<file path="src/rtl/lfsr_run_ctrl_if.sv">
// Control-side handshake between the test/control logic and lfsr_run_ctrl.
// master: requester (start/abort/seed/run_len); slave: the run controller.
interface lfsr_run_ctrl_if #(
    parameter int LFSR_W = 24,
    parameter int CNT_W  = 20,
    parameter int HIT_W  = 16
);
    logic              start;
    logic              abort;
    logic [LFSR_W-1:0] seed;
    logic [CNT_W-1:0]  run_len;
    logic              busy;
    logic              done;
    logic [HIT_W-1:0]  hit_count;
    logic              lockup_err;

    modport master (
        output start, abort, seed, run_len,
        input  busy, done, hit_count, lockup_err
    );

    modport slave (
        input  start, abort, seed, run_len,
        output busy, done, hit_count, lockup_err
    );
endinterface

</file>
<file path="src/rtl/lfsr_run_ctrl.sv">
// Run controller for the LFSR + sequence-detector pair: seeds the LFSR, steps it
// run_len times, counts detector hits (saturating) and flags all-zero lockup.
// Optional period check enabled by defining LFSR_PERIOD_CHK_EN (adds wrap_seen/wrap_cycle).
module lfsr_run_ctrl #(
    parameter int LFSR_W = 24,
    parameter int CNT_W  = 20,
    parameter int HIT_W  = 16
) (
    input  logic              clk,
    input  logic              reset_n,
    lfsr_run_ctrl_if.slave    ctl,
    output logic              lfsr_load,
    output logic [LFSR_W-1:0] lfsr_seed,
    output logic              lfsr_en,
    input  logic [LFSR_W-1:0] lfsr_reg,
    input  logic              seq_detected
`ifdef LFSR_PERIOD_CHK_EN
    ,
    output logic              wrap_seen,
    output logic [CNT_W-1:0]  wrap_cycle
`endif
);

    typedef enum logic [1:0] {
        S_IDLE = 2'd0,
        S_LOAD = 2'd1,
        S_RUN  = 2'd2,
        S_DONE = 2'd3
    } state_e;

    state_e            state_q, state_d;
    logic [LFSR_W-1:0] seed_q,  seed_d;
    logic [CNT_W-1:0]  len_q,   len_d;
    logic [CNT_W-1:0]  cnt_q,   cnt_d;
    logic [HIT_W-1:0]  hit_q,   hit_d;
    logic              lock_q,  lock_d;
`ifdef LFSR_PERIOD_CHK_EN
    logic              wrap_seen_q, wrap_seen_d;
    logic [CNT_W-1:0]  wrap_cyc_q,  wrap_cyc_d;
`endif

    // Next-state and datapath updates; abort is checked first so it wins over
    // both terminal count and lockup.
    always_comb begin
        state_d = state_q;
        seed_d  = seed_q;
        len_d   = len_q;
        cnt_d   = cnt_q;
        hit_d   = hit_q;
        lock_d  = lock_q;
`ifdef LFSR_PERIOD_CHK_EN
        wrap_seen_d = wrap_seen_q;
        wrap_cyc_d  = wrap_cyc_q;
`endif
        case (state_q)
            S_IDLE: begin
                if (ctl.start) begin
                    seed_d  = ctl.seed;
                    len_d   = ctl.run_len;
                    cnt_d   = '0;
                    hit_d   = '0;
                    lock_d  = (ctl.seed == '0);
`ifdef LFSR_PERIOD_CHK_EN
                    wrap_seen_d = 1'b0;
                    wrap_cyc_d  = '0;
`endif
                    // A zero seed would lock the LFSR, so skip loading it entirely.
                    state_d = (ctl.seed == '0) ? S_DONE : S_LOAD;
                end
            end
            S_LOAD: begin
                if (ctl.abort || (len_q == '0)) state_d = S_DONE;
                else                            state_d = S_RUN;
            end
            S_RUN: begin
                if (seq_detected && (hit_q != '1)) hit_d = hit_q + HIT_W'(1);
`ifdef LFSR_PERIOD_CHK_EN
                // cnt_q counts completed steps, so cnt_q != 0 excludes the seed itself.
                if ((cnt_q != '0) && (lfsr_reg == seed_q) && !wrap_seen_q) begin
                    wrap_seen_d = 1'b1;
                    wrap_cyc_d  = cnt_q;
                end
`endif
                if (ctl.abort) begin
                    state_d = S_DONE;
                end else begin
                    cnt_d = cnt_q + CNT_W'(1);
                    if (lfsr_reg == '0) begin
                        lock_d  = 1'b1;
                        state_d = S_DONE;
                    end else if (cnt_q == len_q - CNT_W'(1)) begin
                        state_d = S_DONE;
                    end
                end
            end
            S_DONE: state_d = S_IDLE;
            default: state_d = S_IDLE;
        endcase
    end

    // State and datapath registers.
    always_ff @(posedge clk or negedge reset_n) begin
        if (!reset_n) begin
            state_q <= S_IDLE;
            seed_q  <= '0;
            len_q   <= '0;
            cnt_q   <= '0;
            hit_q   <= '0;
            lock_q  <= 1'b0;
`ifdef LFSR_PERIOD_CHK_EN
            wrap_seen_q <= 1'b0;
            wrap_cyc_q  <= '0;
`endif
        end else begin
            state_q <= state_d;
            seed_q  <= seed_d;
            len_q   <= len_d;
            cnt_q   <= cnt_d;
            hit_q   <= hit_d;
            lock_q  <= lock_d;
`ifdef LFSR_PERIOD_CHK_EN
            wrap_seen_q <= wrap_seen_d;
            wrap_cyc_q  <= wrap_cyc_d;
`endif
        end
    end

    // Outputs decode from registered state; lfsr_en additionally gated by abort.
    assign ctl.busy       = (state_q != S_IDLE);
    assign ctl.done       = (state_q == S_DONE);
    assign ctl.hit_count  = hit_q;
    assign ctl.lockup_err = lock_q;
    assign lfsr_load      = (state_q == S_LOAD);
    assign lfsr_seed      = seed_q;
    assign lfsr_en        = (state_q == S_RUN) && !ctl.abort;
`ifdef LFSR_PERIOD_CHK_EN
    assign wrap_seen      = wrap_seen_q;
    assign wrap_cycle     = wrap_cyc_q;
`endif

endmodule

</file>
<file path="src/flat_wrapper.sv">
// flat-port wrapper written by rule: the top's interface ports become plain ports
module lfsr_run_ctrl_flat 
#(
    parameter int LFSR_W = 24,
    parameter int CNT_W  = 20,
    parameter int HIT_W  = 16
)
  (clk, reset_n, lfsr_load, lfsr_seed, lfsr_en, lfsr_reg, seq_detected, ctl_start, ctl_abort, ctl_seed, ctl_run_len, ctl_busy, ctl_done, ctl_hit_count, ctl_lockup_err);
  lfsr_run_ctrl_if #(.LFSR_W(LFSR_W), .CNT_W(CNT_W), .HIT_W(HIT_W)) ctl_i ();
  input  logic clk;
  input  logic reset_n;
  output logic lfsr_load;
  output logic [LFSR_W-1:0] lfsr_seed;
  output logic lfsr_en;
  input  logic [LFSR_W-1:0] lfsr_reg;
  input  logic seq_detected;
  input wire logic [$bits(ctl_i.start)-1:0] ctl_start;
  input wire logic [$bits(ctl_i.abort)-1:0] ctl_abort;
  input wire logic [$bits(ctl_i.seed)-1:0] ctl_seed;
  input wire logic [$bits(ctl_i.run_len)-1:0] ctl_run_len;
  output wire logic [$bits(ctl_i.busy)-1:0] ctl_busy;
  output wire logic [$bits(ctl_i.done)-1:0] ctl_done;
  output wire logic [$bits(ctl_i.hit_count)-1:0] ctl_hit_count;
  output wire logic [$bits(ctl_i.lockup_err)-1:0] ctl_lockup_err;
  assign ctl_i.start = ctl_start;
  assign ctl_i.abort = ctl_abort;
  assign ctl_i.seed = ctl_seed;
  assign ctl_i.run_len = ctl_run_len;
  assign ctl_busy = ctl_i.busy;
  assign ctl_done = ctl_i.done;
  assign ctl_hit_count = ctl_i.hit_count;
  assign ctl_lockup_err = ctl_i.lockup_err;
  lfsr_run_ctrl #(.LFSR_W(LFSR_W), .CNT_W(CNT_W), .HIT_W(HIT_W)) u_core (.clk(clk), .reset_n(reset_n), .ctl(ctl_i), .lfsr_load(lfsr_load), .lfsr_seed(lfsr_seed), .lfsr_en(lfsr_en), .lfsr_reg(lfsr_reg), .seq_detected(seq_detected));
endmodule
</file>
<file path="config.mk">
export PLATFORM = sky130hd
export DESIGN_NAME = lfsr_run_ctrl_flat
export DESIGN_NICKNAME = d
export VERILOG_FILES = /design/src/rtl/lfsr_run_ctrl_if.sv /design/src/rtl/lfsr_run_ctrl.sv /design/src/flat_wrapper.sv
export SDC_FILE = /design/constraint.sdc
export NUM_CORES = 1
export LEC_CHECK = 0
export BUFFER_PORTS_ARGS = -buffer_cell sky130_fd_sc_hd__buf_2
export CAP_MARGIN = 10
export CELL_PAD_IN_SITES_DETAIL_PLACEMENT = 1
export CELL_PAD_IN_SITES_GLOBAL_PLACEMENT = 1
export CORE_MARGIN = 1.5
export CORE_UTILIZATION = 29
export DETAILED_ROUTE_END_ITERATION = 16
export HOLD_SLACK_MARGIN = 0.06
export PLACE_DENSITY = 0.66
export SLEW_MARGIN = 20
export SYNTH_ARGS = -nofsm -noshare
export SYNTH_HDL_FRONTEND = slang
export SYNTH_SLANG_ARGS = --single-unit
</file>
<file path="constraint.sdc">
create_clock -name clk -period 7.9 [get_ports clk]
set_input_delay 1.185 -clock clk [delete_from_list [all_inputs] [get_ports clk]]
set_output_delay 1.185 -clock clk [all_outputs]
set_load 0.03 [all_outputs]
</file>
---- Yosys cells after proc, flatten, opt, wreduce, memory -nomap -nowiden ----
Cells that the tools add are included.
operators by class
  $add $sub $neg .......................... 3
  eq/ne operators ......................... 10
  reduce and logical (&&, ||, !) cells .... 15
  muxes and demuxes ....................... 17
operators with widths
  kind                                                count
  zero test 24 bit                                    2
  2-to-1 mux 20 bit                                   2
  one-hot mux 20 bit (2 select lines)                 1
  2-to-1 mux 16 bit                                   2
  one-hot mux 16 bit (2 select lines)                 1
  adder 20 x 1 -> 20 bit, second input constant       1
  == test 20 bit                                      1
  zero test 20 bit                                    1
  subtractor 20 x 1 -> 20 bit, second input constant  1
  adder 16 x 1 -> 16 bit, second input constant       1
  != test 16 bit, second input constant               1
  2-to-1 mux 2 bit                                    5
  one-hot mux 2 bit (4 select lines)                  1
  AND reduction 3 bit                                 2
  == test 2 bit, second input constant                2
  2-to-1 mux 1 bit                                    4
  != test 2 x 1 -> 1 bit, second input constant       2
  != test 2 bit, second input constant                2
  != test 4 x 2 -> 1 bit, second input constant       1
  AND reduction 2 bit                                 2
  AND reduction 4 bit                                 1
  nonzero test 2 bit                                  2
  == test 2 x 1 -> 1 bit, second input constant       1
  logical AND 1 bit                                   2
  4 further kinds                                     4
word-level totals
  register bits after elaboration ......... 83
  bits of input ports ..................... 73
  word-level logic and storage cells ...... 51
  output and inout port bits .............. 45

---- Logic depth before layout (Yosys ltp) ----
Gate-level depths: netlist of the first run.
  depth after elaboration ................. 6
  gate-level depth with buffers ........... 11
  mapped depth without buffers ............ 9

---- Least setup slack after synthesis of the first run ----
Ideal clock, no wire load.
  path kind ............................... in2out
  from .................................... input port ctl_abort
  to ...................................... output port lfsr_en
  required time ........................... 6.715 ns
  path slack .............................. 5.046 ns
  buffers on the path ..................... 0
  cell stages on the path ................. 1
  data arrival time ....................... 1.669 ns
  cell sequence ........................... nor2b_1
on the way
  longest elaborated chain between the ends .. 2
ends and longest elaborated chain
  what               line                  RTL
  start, declared    flat_wrapper.sv:18    input wire logic [$bits(ctl_i.abort)-1:0] ctl_abort;
  zero test 1 bit    lfsr_run_ctrl.sv:135  assign lfsr_en = (state_q == S_RUN) && !ctl.abort;
  logical AND 1 bit  lfsr_run_ctrl.sv:135
  end, declared      flat_wrapper.sv:14    output logic lfsr_en;
Every way passes these cells.

---- Final worst setup path of the first run ----
  from .................................... register u_core.state_q[0]
  to ...................................... output port lfsr_en
on the way
  longest elaborated chain between the ends .. 2
ends and longest elaborated chain
  what                    line                  RTL
  start, declared         lfsr_run_ctrl.sv:31   state_e state_q, state_d;
  start signal, assigned  lfsr_run_ctrl.sv:115  state_q <= state_d;
  == test 2 bit           lfsr_run_ctrl.sv:135
  logical AND 1 bit       lfsr_run_ctrl.sv:135
Every way passes these cells.

==> results of run 1 <==
-- final timing paths --
kind	end	depth (start not counted)	slack (ps)
setup / recovery	lfsr_en	4	4750
hold / removal	u_core.lfsr_seed[2]$_DFFE_PN0P_	1	510
setup reg to reg	u_core.state_q[1]$_DFFE_PN0P_	9	4850
hold reg to reg	u_core.lfsr_seed[2]$_DFFE_PN0P_	1	510
max in group asynchronous	u_core.len_q[7]$_DFFE_PN0P_	2	6100
min in group asynchronous	u_core.len_q[11]$_DFFE_PN0P_	1	810
-- through the flow --
stage | power, mW | cells | hold slack (ps) | instance area, um^2
global placement | 1.49 | 755 | 484 | 5380
floorplan | 1.29 | 444 | 515 | 4610
detailed placement | 1.52 | 755 | 492 | 5380
CTS | 2.02 | 771 | 512 | 5710
finish | 2.00 | 771 | 508 | 5710
global route | 2.12 | 771 | 527 | 5710
-- Yosys cell counts, drive strengths merged (8+ instances only) --
master  instances
nor2           39
xnor2          26
nor2b           9
nor4           22
nor3           10
o21ai          17
inv            11
nand2          21
or3            11
clkbuf         16
nand3          14
nand4          10
dfrtp          83
ha              8
a21oi          18
xor2           19
mux2           47
-- state kept, by name (all words and copies together) (netlist names) --
name                   cells
u_core.len_q              20
u_core.lfsr_seed          24
u_core.state_q             2
u_core.ctl.hit_count      16
u_core.ctl.lockup_err      1
u_core.cnt_q              20
-- where the power goes --
group | switching, mW | internal, mW
sequential | 0.161 | 0.559
combinational | 0.466 | 0.330
clock | 0.198 | 0.283
total | 0.826 | 1.17
-- critical path, stage by stage, from the launching register on --
cell,delay [ps]
dfrtp_1,440
inv_1,130
ha_1,520
nor2b_1,280
buf_2,240
-- layer usage --
metal	track usage [%]	up-vias
li1	-	1831
met1	20.0	1934
met2	26.8	97
met3	4.54	15
met4	4.49	0
met5	0	-
-- logic make-up (layout without fill, tap and decap cells) --
| family | Yosys count | count (layout) | share of synthesized area, % |
|---|---|---|---|
| buffers and inverters | 30 | 146 | 3.23 |
| muxes | 48 | 48 | 11.7 |
| and+or+nand+nor | 165 | 165 | 20.2 |
| xor gates and xnor gates | 45 | 45 | 8.55 |
| DFF | 83 | 83 | 45.0 |
| adders and majority gates | 8 | 8 | 2.17 |
| AOI/OAI and AO/OA | 65 | 65 | 9.06 |
-- cell type report --
cell class | instances | share of cell area (%)
Clock inverter | 7 | 1.86
Timing Repair Buffer | 119 | 10.6
Multi-Input combinational cell | 331 | 41.9
Inverter | 11 | 0.723
Tap cell | 211 | 4.62
Sequential cell | 83 | 36.4
Clock buffer | 9 | 3.94
==> metrics.cfg, run 1 <==
[layout]
fillCellCount=1755
area_growth_pct=23.9
nets=636
final_common_cell=buf_2
multi_input_area_um2=2390
regArea_um2=2080
final_cell_mix=116 x buf_2, 83 x dfrtp_1, 47 x mux2_2, 38 x nor2_1, 26 x xnor2_1
n_antenna_cell=0
drive_gt1_share_pct=34.6
postLayoutCoreUtil_pct=37.2

[global_routing]
overflow=0
grt_pass1_wl_um=20700
grt_pass1_vias=4124
grt_max_degree=49
antenna_found_initial=0
grt_usage_pct=15.9

[timing]
fmax_mhz=317
worst_pin_slew_ps=708
min_period_ps=3150
setup_viol=0
rsz0062_at_grt=no
tns_ps=0
layout_setup_ws_ps=4750
period_share_pct=39.9
fin_skew_ps=7.91
slew_violations=0
relSlewSlack_pct=52.5
hold_violations=0

[routing]
top_layer=met4
drc=0
dr_wl_met2_um=6240
postRouteAntennaNets=0
drt_iter0_markers=81
vias_per_cell=5.03
routedWlPerCell_um=16.4
route.met3.wl_um=644
drt-total-wl_um=12600
met1Wirelength_um=5580
dr_total_vias=3877
drt_pass1_iterations=4

[logic_synthesis]
synth_nets=525
async_flop_share_pct=100
synth_edf_count=0
postSynthAreaPerCell_um2=10.4
synth_cells=444
ys_types=56
synth_top_area_cell=dfrtp_1
synthFlopType=dfrtp_1
ys_ff_latch=83
yosysTopAreaCellShare_pct=45.0
synth_area_um2=4610
yosys-top-cells-area=dfrtp_1 45%, mux2_2 11%, xnor2_1 4.9%
yosysWarningCount=0
yosysSeqAreaShare_pct=45.0

[clock_network]
cts_buffer_depth=2
cts_made_buffers=9
cts_tree=done
htreeDepth=3
cts_setup_buffers=0
cts_root_buffer=clkbuf_16
holdBufCountCts=0
cts-resized-gates=0
insertion_delay_ps=350
cts.sinks=83
clkTransAtPathRegs_ps=70

[placement]
pre_cts_ws_ps=4300
io_buffers=117
place_congestion=0.801
hpwl_um=9230

[run]
drv_cap=0

[setup_path]
cp_max_fo=16
cp-start-kind=flip-flop
critPathKind=reg -> out
required_ps=6710
rr_startpoint=u_core.len_q[0]$_DFFE_PN0P_
arrival_ps=1970
cp-end-kind=primary output
crit_start=u_core.state_q[0]$_DFFE_PN0P_

[pwr]
ir_drop_uv=185
p_leak_nw=2.49
p_per_area_nw_per_um2=350

[floorplanning]
coreArea_um2=15400
start_util_pct=30.0
num_io_pins=118
fp.dieH_um=129
die_x_um=129
rows=45
dieArea_um2=16700

[run_status]
status=completed

[worst_hold_path]
min-delay-path-class=reg -> reg
hold_path.startpoint=u_core.lfsr_seed[2]$_DFFE_PN0P_

Power figures use the tool's default switching activity.
==> run 2, diff against run 1 <==
--- a/config.mk
+++ b/config.mk
@@ -5,6 +5,7 @@
 export SDC_FILE = /design/constraint.sdc
 export NUM_CORES = 1
 export LEC_CHECK = 0
+export ABC_AREA = 1
 export BUFFER_PORTS_ARGS = -buffer_cell sky130_fd_sc_hd__buf_2
 export CAP_MARGIN = 10
 export CELL_PAD_IN_SITES_DETAIL_PLACEMENT = 1
@@ -13,7 +14,7 @@
 export CORE_UTILIZATION = 29
 export DETAILED_ROUTE_END_ITERATION = 16
 export HOLD_SLACK_MARGIN = 0.06
-export PLACE_DENSITY = 0.66
+export PLACE_DENSITY = 0.72
 export SLEW_MARGIN = 20
 export SYNTH_ARGS = -nofsm -noshare
 export SYNTH_HDL_FRONTEND = slang
==> constraint.sdc (replaced) <==
create_clock -name clk -period 2.7 [get_ports clk]
set_input_delay 0.405 -clock clk [delete_from_list [all_inputs] [get_ports clk]]
set_output_delay 0.405 -clock clk [all_outputs]
set_load 0.03 [all_outputs]
==> metrics.cfg, run 2 <==
[run_status]
status=completed

[routing]
postRouteAntennaNets=0  ; unchanged
drt_iter0_markers=164  ; +100%
drt_pass1_iterations=4  ; unchanged
dr_total_vias=4691  ; +21%
routedWlPerCell_um=14.1  ; -14%
drt-total-wl_um=14200  ; +12%
drc=0  ; unchanged
vias_per_cell=4.66  ; -7.3%

[layout]
n_antenna_cell=0  ; unchanged
nets=862  ; +36%
regArea_um2=2080  ; unchanged
drive_gt1_share_pct=20.2  ; -14 points
layout.cells.non_filler=1006  ; +30%
final_cell_mix=214 x nand2_1, 116 x buf_2, 83 x dfrtp_1, 75 x inv_1, 68 x nor2_1
fillCellCount=2078  ; +18%
multi_input_area_um2=2400  ; +0.37%
final_common_cell=nand2_1
area_growth_pct=23.8  ; about the same
largest_register_ffs=24  ; unchanged

[pwr]
ir_drop_uv=467  ; +150%
p_leak_nw=3.03  ; +21%
p_per_area_nw_per_um2=939  ; +170%

[placement]
place_inst=989  ; +31%
pre_cts_ws_ps=305  ; -3990 ps
hpwl_um=11100  ; +20%
place_congestion=0.793  ; -1.1%
io_buffers=117  ; unchanged

[setup_path]
cp_max_fo=13  ; -3
cp-end-kind=flip-flop
arrival_ps=2620  ; +650 ps
required_ps=2940  ; -3770 ps
critPathKind=reg -> reg
reg2regPathDepth=13  ; +4
cp-start-kind=flip-flop

[global_routing]
antenna_found_initial=0  ; unchanged
grt_usage_pct=17.3  ; +1.4 points
grt_pass1_wl_um=24400  ; +18%
grt_max_degree=56  ; +14%
grt_pass1_vias=4930  ; +20%
overflow=0  ; unchanged

[logic_synthesis]
yosysSeqAreaShare_pct=43.0  ; -2.1 points
yosysMostFrequentCell=nand2_1
synthFlopType=dfrtp_1
synth_cells=661  ; +49%
yosysWarningCount=0  ; unchanged
synth_area_um2=4830  ; +4.9%
synth_edf_count=0  ; unchanged
synth_top_area_cell=dfrtp_1
postSynthAreaPerCell_um2=7.31  ; -30%
ys_ff_latch=83  ; unchanged
yosysTopAreaCellShare_pct=43.0  ; -2.1 points
synth_nets=742  ; +41%
synth_common_cells=215 x nand2_1, 83 x dfrtp_1, 75 x inv_1
async_flop_share_pct=100  ; unchanged
ys_types=39  ; -30%
yosys-top-cells-area=dfrtp_1 43%, nand2_1 17%, inv_1 5.8%

[clock_network]
cts_tree=done
cts_made_buffers=9  ; unchanged
cts_root_buffer=clkbuf_16
htreeDepth=3  ; unchanged
cts_setup_buffers=0  ; unchanged
clkTransAtPathRegs_ps=70  ; about the same
insertion_delay_ps=350  ; about the same
cts.sinks=83  ; unchanged
cts_buffer_depth=2  ; unchanged

[timing]
fmax_mhz=419
layout_setup_ws_ps=314  ; -4430 ps
fin_skew_ps=6.87  ; -1.04 ps
worst_pin_slew_ps=645  ; -62.9 ps
slew_violations=0  ; unchanged
tns_ps=0  ; unchanged
relSlewSlack_pct=56.7  ; +4.1 points
period_share_pct=88.4
hold_violations=0  ; unchanged
setup_viol=0  ; unchanged
min_period_ps=2390
rsz0062_at_grt=no

[floorplanning]
dieArea_um2=17500  ; +4.7%
die_x_um=132  ; +2.3%
coreArea_um2=16400  ; +6.7%
rows=47  ; +4.4%
num_io_pins=118  ; unchanged
start_util_pct=29.5  ; -0.53 points
fp.dieH_um=132  ; +2.3%

[worst_hold_path]
hold_depth=3  ; +2
min-delay-path-class=in -> reg

[run]
drv_cap=0  ; unchanged

==> run 2: what timing repair did <==
action | in CTS | in global routing
resized for setup | 0 | 0
hold endpoints to repair | 33 | 0
hold buffers | 1 | 0
==> run 2: layer usage <==
layer	GRT usage, %	vias to the layer above	wire length, um
met5	0	-	0
met4	2.78	0	100
met3	3.73	8	461
met2	30.8	64	7140
met1	21.7	2264	6510
li1	-	2355	-
==> run 2: area by class of cell <==
type | count | share of cell area, %
sequential | 83 | 34.7
tap | 220 | 4.60
clock buffer | 9 | 3.76
timing repair buffer | 124 | 11.0
clock inverter | 7 | 0.983
multi-input combinational | 486 | 40.2
inverter | 77 | 4.83
==> run 2: logic make-up (layout without fill, tap and decap cells) <==
| family | count (synthesis) | after routing | share of synthesized area, % |
|---|---|---|---|
| AO/OA/AOI/OAI | 82 | 82 | 9.83 |
| XOR/XNOR | 27 | 27 | 4.89 |
| adder cells (fa/ha/maj) | 8 | 8 | 2.07 |
| buffers and inverters | 92 | 217 | 7.38 |
| flip-flops | 83 | 83 | 43.0 |
| AND/OR/NAND/NOR | 369 | 369 | 32.9 |
==> run 2: critical path, stage by stage, from the launching register on <==
cell	delay (ps)
dfrtp_1	430
inv_1	100
ha_1	300
inv_2	190
o21ai_4	210
o21ai_2	150
inv_2	120
nand2_2	80
nor2_2	120
nand3_1	140
nor3_2	210
nand3_1	100
nand2_1	70
nor2_1	50
==> run 2: power breakdown <==
group / leakage (nW) / internal [mW] / switching (mW)
Sequential: 1.08 / 1.60 / 0.322
Clock: 0.139 / 0.640 / 0.569
Combinational: 1.80 / 0.776 / 1.70
==> run 2: metrics by stage <==
| stage | power (mW) | util (%) | hold slack (ps) | area, um^2 |
|---|---|---|---|---|
| after CTS | 5.72 | 36.5 | 243 | 5980 |
| after global routing | 6.13 | 36.5 | 258 | 5980 |
| final | 5.62 | 36.5 | 253 | 5980 |
| after detailed placement | 4.47 | 34.7 | 404 | 5690 |
| after floorplan | 3.68 | - | 109 | 4830 |
| after global placement | 4.41 | 34.7 | 397 | 5690 |
==> run 2: path summary, 6_finish.rpt <==
kind | endpoint | slack (ps) | from
min | u_core.len_q[15]$_DFFE_PN0P_ | 250 | ctl_run_len[15]
max reg2reg | u_core.cnt_q[17]$_DFFE_PN0P_ | 310 | u_core.state_q[0]$_DFFE_PN0P_
max | u_core.cnt_q[17]$_DFFE_PN0P_ | 310 | u_core.state_q[0]$_DFFE_PN0P_
min reg2reg | u_core.lfsr_seed[0]$_DFFE_PN0P_ | 480 | u_core.lfsr_seed[0]$_DFFE_PN0P_
max in group asynchronous | u_core.ctl.hit_count[7]$_DFFE_PN0P_ | 1500 | reset_n
min in group asynchronous | u_core.len_q[1]$_DFFE_PN0P_ | 570 | reset_n
==> run 3, diff against run 2 <==
--- a/config.mk
+++ b/config.mk
@@ -14,7 +14,8 @@
 export CORE_UTILIZATION = 29
 export DETAILED_ROUTE_END_ITERATION = 16
 export HOLD_SLACK_MARGIN = 0.06
-export PLACE_DENSITY = 0.72
+export PLACE_DENSITY = 0.7
+export SETUP_SLACK_MARGIN = 0.2
 export SLEW_MARGIN = 20
 export SYNTH_ARGS = -nofsm -noshare
 export SYNTH_HDL_FRONTEND = slang
==> constraint.sdc (replaced) <==
create_clock -name clk -period 3.05 [get_ports clk]
set_input_delay 0.4575 -clock clk [delete_from_list [all_inputs] [get_ports clk]]
set_output_delay 0.4575 -clock clk [all_outputs]
set_load 0.03 [all_outputs]
==> metrics.cfg, run 3 (synthesized netlist as in run 2, its figures left out) <==
[floorplanning]
num_io_pins=118  ; unchanged
dieArea_um2=17500  ; unchanged
die_x_um=132  ; unchanged
fp.dieH_um=132  ; unchanged
rows=47  ; unchanged
start_util_pct=29.5  ; unchanged
coreArea_um2=16400  ; unchanged

[setup_path]
slowest_stage=dfrtp_1
r2r_end=u_core.cnt_q[13]$_DFFE_PN0P_
required_ps=3280  ; +340 ps
cp_max_fo=13  ; unchanged
arrival_ps=2580  ; -40 ps
cpPeakStageDelay_ps=440  ; about the same
critPathTopFamily=compound AO/OA/AOI/OAI gates
cp-start-kind=flip-flop
rr_startpoint=u_core.state_q[0]$_DFFE_PN0P_
critPathKind=reg -> reg
r2r_slack_ps=700  ; +390 ps
reg2regPathDepth=13  ; unchanged
cp-end-kind=flip-flop
worstPathCellList=inv_1, ha_1, inv_2, o21ai_4, o21ai_2, inv_2, nand2_2, nor2_2, nand3_1, inv_1, nand2_1, o21ai_0, a21oi_1
path_buf_inv=4  ; +1

[placement]
io_buffers=117  ; unchanged
pre_cts_ws_ps=685  ; +380 ps
place_congestion=0.806  ; +1.7%
hpwl_um=11200  ; +1.4%

[pwr]
p_leak_nw=3.03  ; +0.26%
ir_drop_uv=331  ; -29%
p_per_area_nw_per_um2=854  ; -9.0%

[global_routing]
grt.busiest_layer=met2
grt_use_met2_pct=29.6  ; -1.2 points
grt_max_degree=57  ; +1.8%
grt_pass1_vias=4932  ; +0.041%
grt_pass1_wl_um=24600  ; +0.88%
antenna_found_initial=0  ; unchanged
overflow=0  ; unchanged
grtUsageMet3_pct=3.58  ; -0.15 points
grt_usage_pct=17.5  ; +0.27 points
use_met1_pct=22.4  ; +0.71 points

[routing]
drt_iter0_markers=220  ; +34%
postRouteAntennaNets=0  ; unchanged
dr_total_vias=4645  ; -0.98%
drt-total-wl_um=14400  ; +1.4%
drc=0  ; unchanged
vias_per_cell=4.63  ; -0.68%
routedWlPerCell_um=14.4  ; +1.7%
drt_pass1_iterations=4  ; unchanged

[layout]
n_antenna_cell=0  ; unchanged
final_cell_mix=214 x nand2_1, 116 x buf_2, 83 x dfrtp_1, 75 x inv_1, 68 x nor2_1
nets=859  ; -0.35%
largest_register_ffs=24  ; unchanged
drive_gt1_share_pct=19.9  ; -0.31 points
area_growth_pct=24.1
final_common_cell=nand2_1

[clock_network]
cts-resized-gates=0  ; unchanged
cts_made_buffers=9  ; unchanged
cts_root_buffer=clkbuf_16
clkTransAtPathRegs_ps=60  ; about the same
cts_tree=done
htreeDepth=3  ; unchanged
insertion_delay_ps=350  ; about the same
cts_buffer_depth=2  ; unchanged
holdBufCountCts=0  ; -1
cts.sinks=83  ; unchanged
cts_setup_buffers=0  ; unchanged

[run_status]
status=completed

[timing]
fin_skew_ps=6.60  ; -0.266 ps
rsz0062_at_grt=no
worst_pin_slew_ps=683  ; +38.5 ps
slew_violations=0  ; unchanged
period_share_pct=77.0  ; -11 points
min_period_ps=2350  ; -36.0 ps
hold_violations=0  ; unchanged
relSlewSlack_pct=54.5  ; -2.2 points
layout_setup_ws_ps=700  ; +386 ps
fmax_mhz=426  ; +1.5%
setup_viol=0  ; unchanged
tns_ps=0  ; unchanged

[run]
drv_cap=0  ; unchanged

[worst_hold_path]
min-delay-path-class=in -> async

## run 3: area by class of cell
| class | instances | area (um^2) |
|---|---|---|
| clock buffer | 11 | 243 |
| clock inverter | 5 | 82.6 |
| fill | 2073 | 10400 |
| inverter | 77 | 289 |
| multi-input combinational | 486 | 2400 |
| sequential | 83 | 2080 |
| tap | 220 | 275 |
| timing repair buffer | 121 | 631 |
## run 3: worst max path at each step
stage                                       start                      endpoint  slack [ps]  depth (start not counted)
CTS                 u_core.state_q[0]$_DFFE_PN0P_                       lfsr_en         650                          5
floorplan           u_core.state_q[0]$_DFFE_PN0P_  u_core.cnt_q[13]$_DFFE_PN0P_        1120                         13
detailed placement  u_core.state_q[0]$_DFFE_PN0P_  u_core.cnt_q[13]$_DFFE_PN0P_         690                         13
global route        u_core.state_q[0]$_DFFE_PN0P_  u_core.cnt_q[13]$_DFFE_PN0P_         430                         13
global placement    u_core.state_q[0]$_DFFE_PN0P_  u_core.cnt_q[13]$_DFFE_PN0P_         800                         13
finish              u_core.state_q[0]$_DFFE_PN0P_  u_core.cnt_q[13]$_DFFE_PN0P_         700                         13
## run 3: through the flow
stage	cell area [um^2]	cells	power (mW)	hold slack (ps)	util (%)
2_1_floorplan	4830	661	3.26	162	-
6_report	6000	1003	5.13	158	36.6
3_5_place_dp	5680	987	3.96	462	34.6
3_3_place_gp	5680	987	3.91	459	34.6
5_1_grt	6000	1003	5.57	208	36.6
4_1_cts	6000	1003	5.21	186	36.6
## run 3: where the power goes
| part | switching [mW] | internal, mW | leakage [nW] |
|---|---|---|---|
| Clock | 0.463 | 0.745 | 0.161 |
| Sequential | 0.292 | 1.42 | 1.08 |
| Combinational | 1.53 | 0.674 | 1.79 |
## run 3: per-layer routing
metal / routed length, um / share of wire, % / up-vias
met5: 0 / 0 / -
met4: 213 / 1.5 / 0
met3: 561 / 3.9 / 15
met2: 6890 / 48 / 86
met1: 6740 / 47 / 2193
li1: - / - / 2351
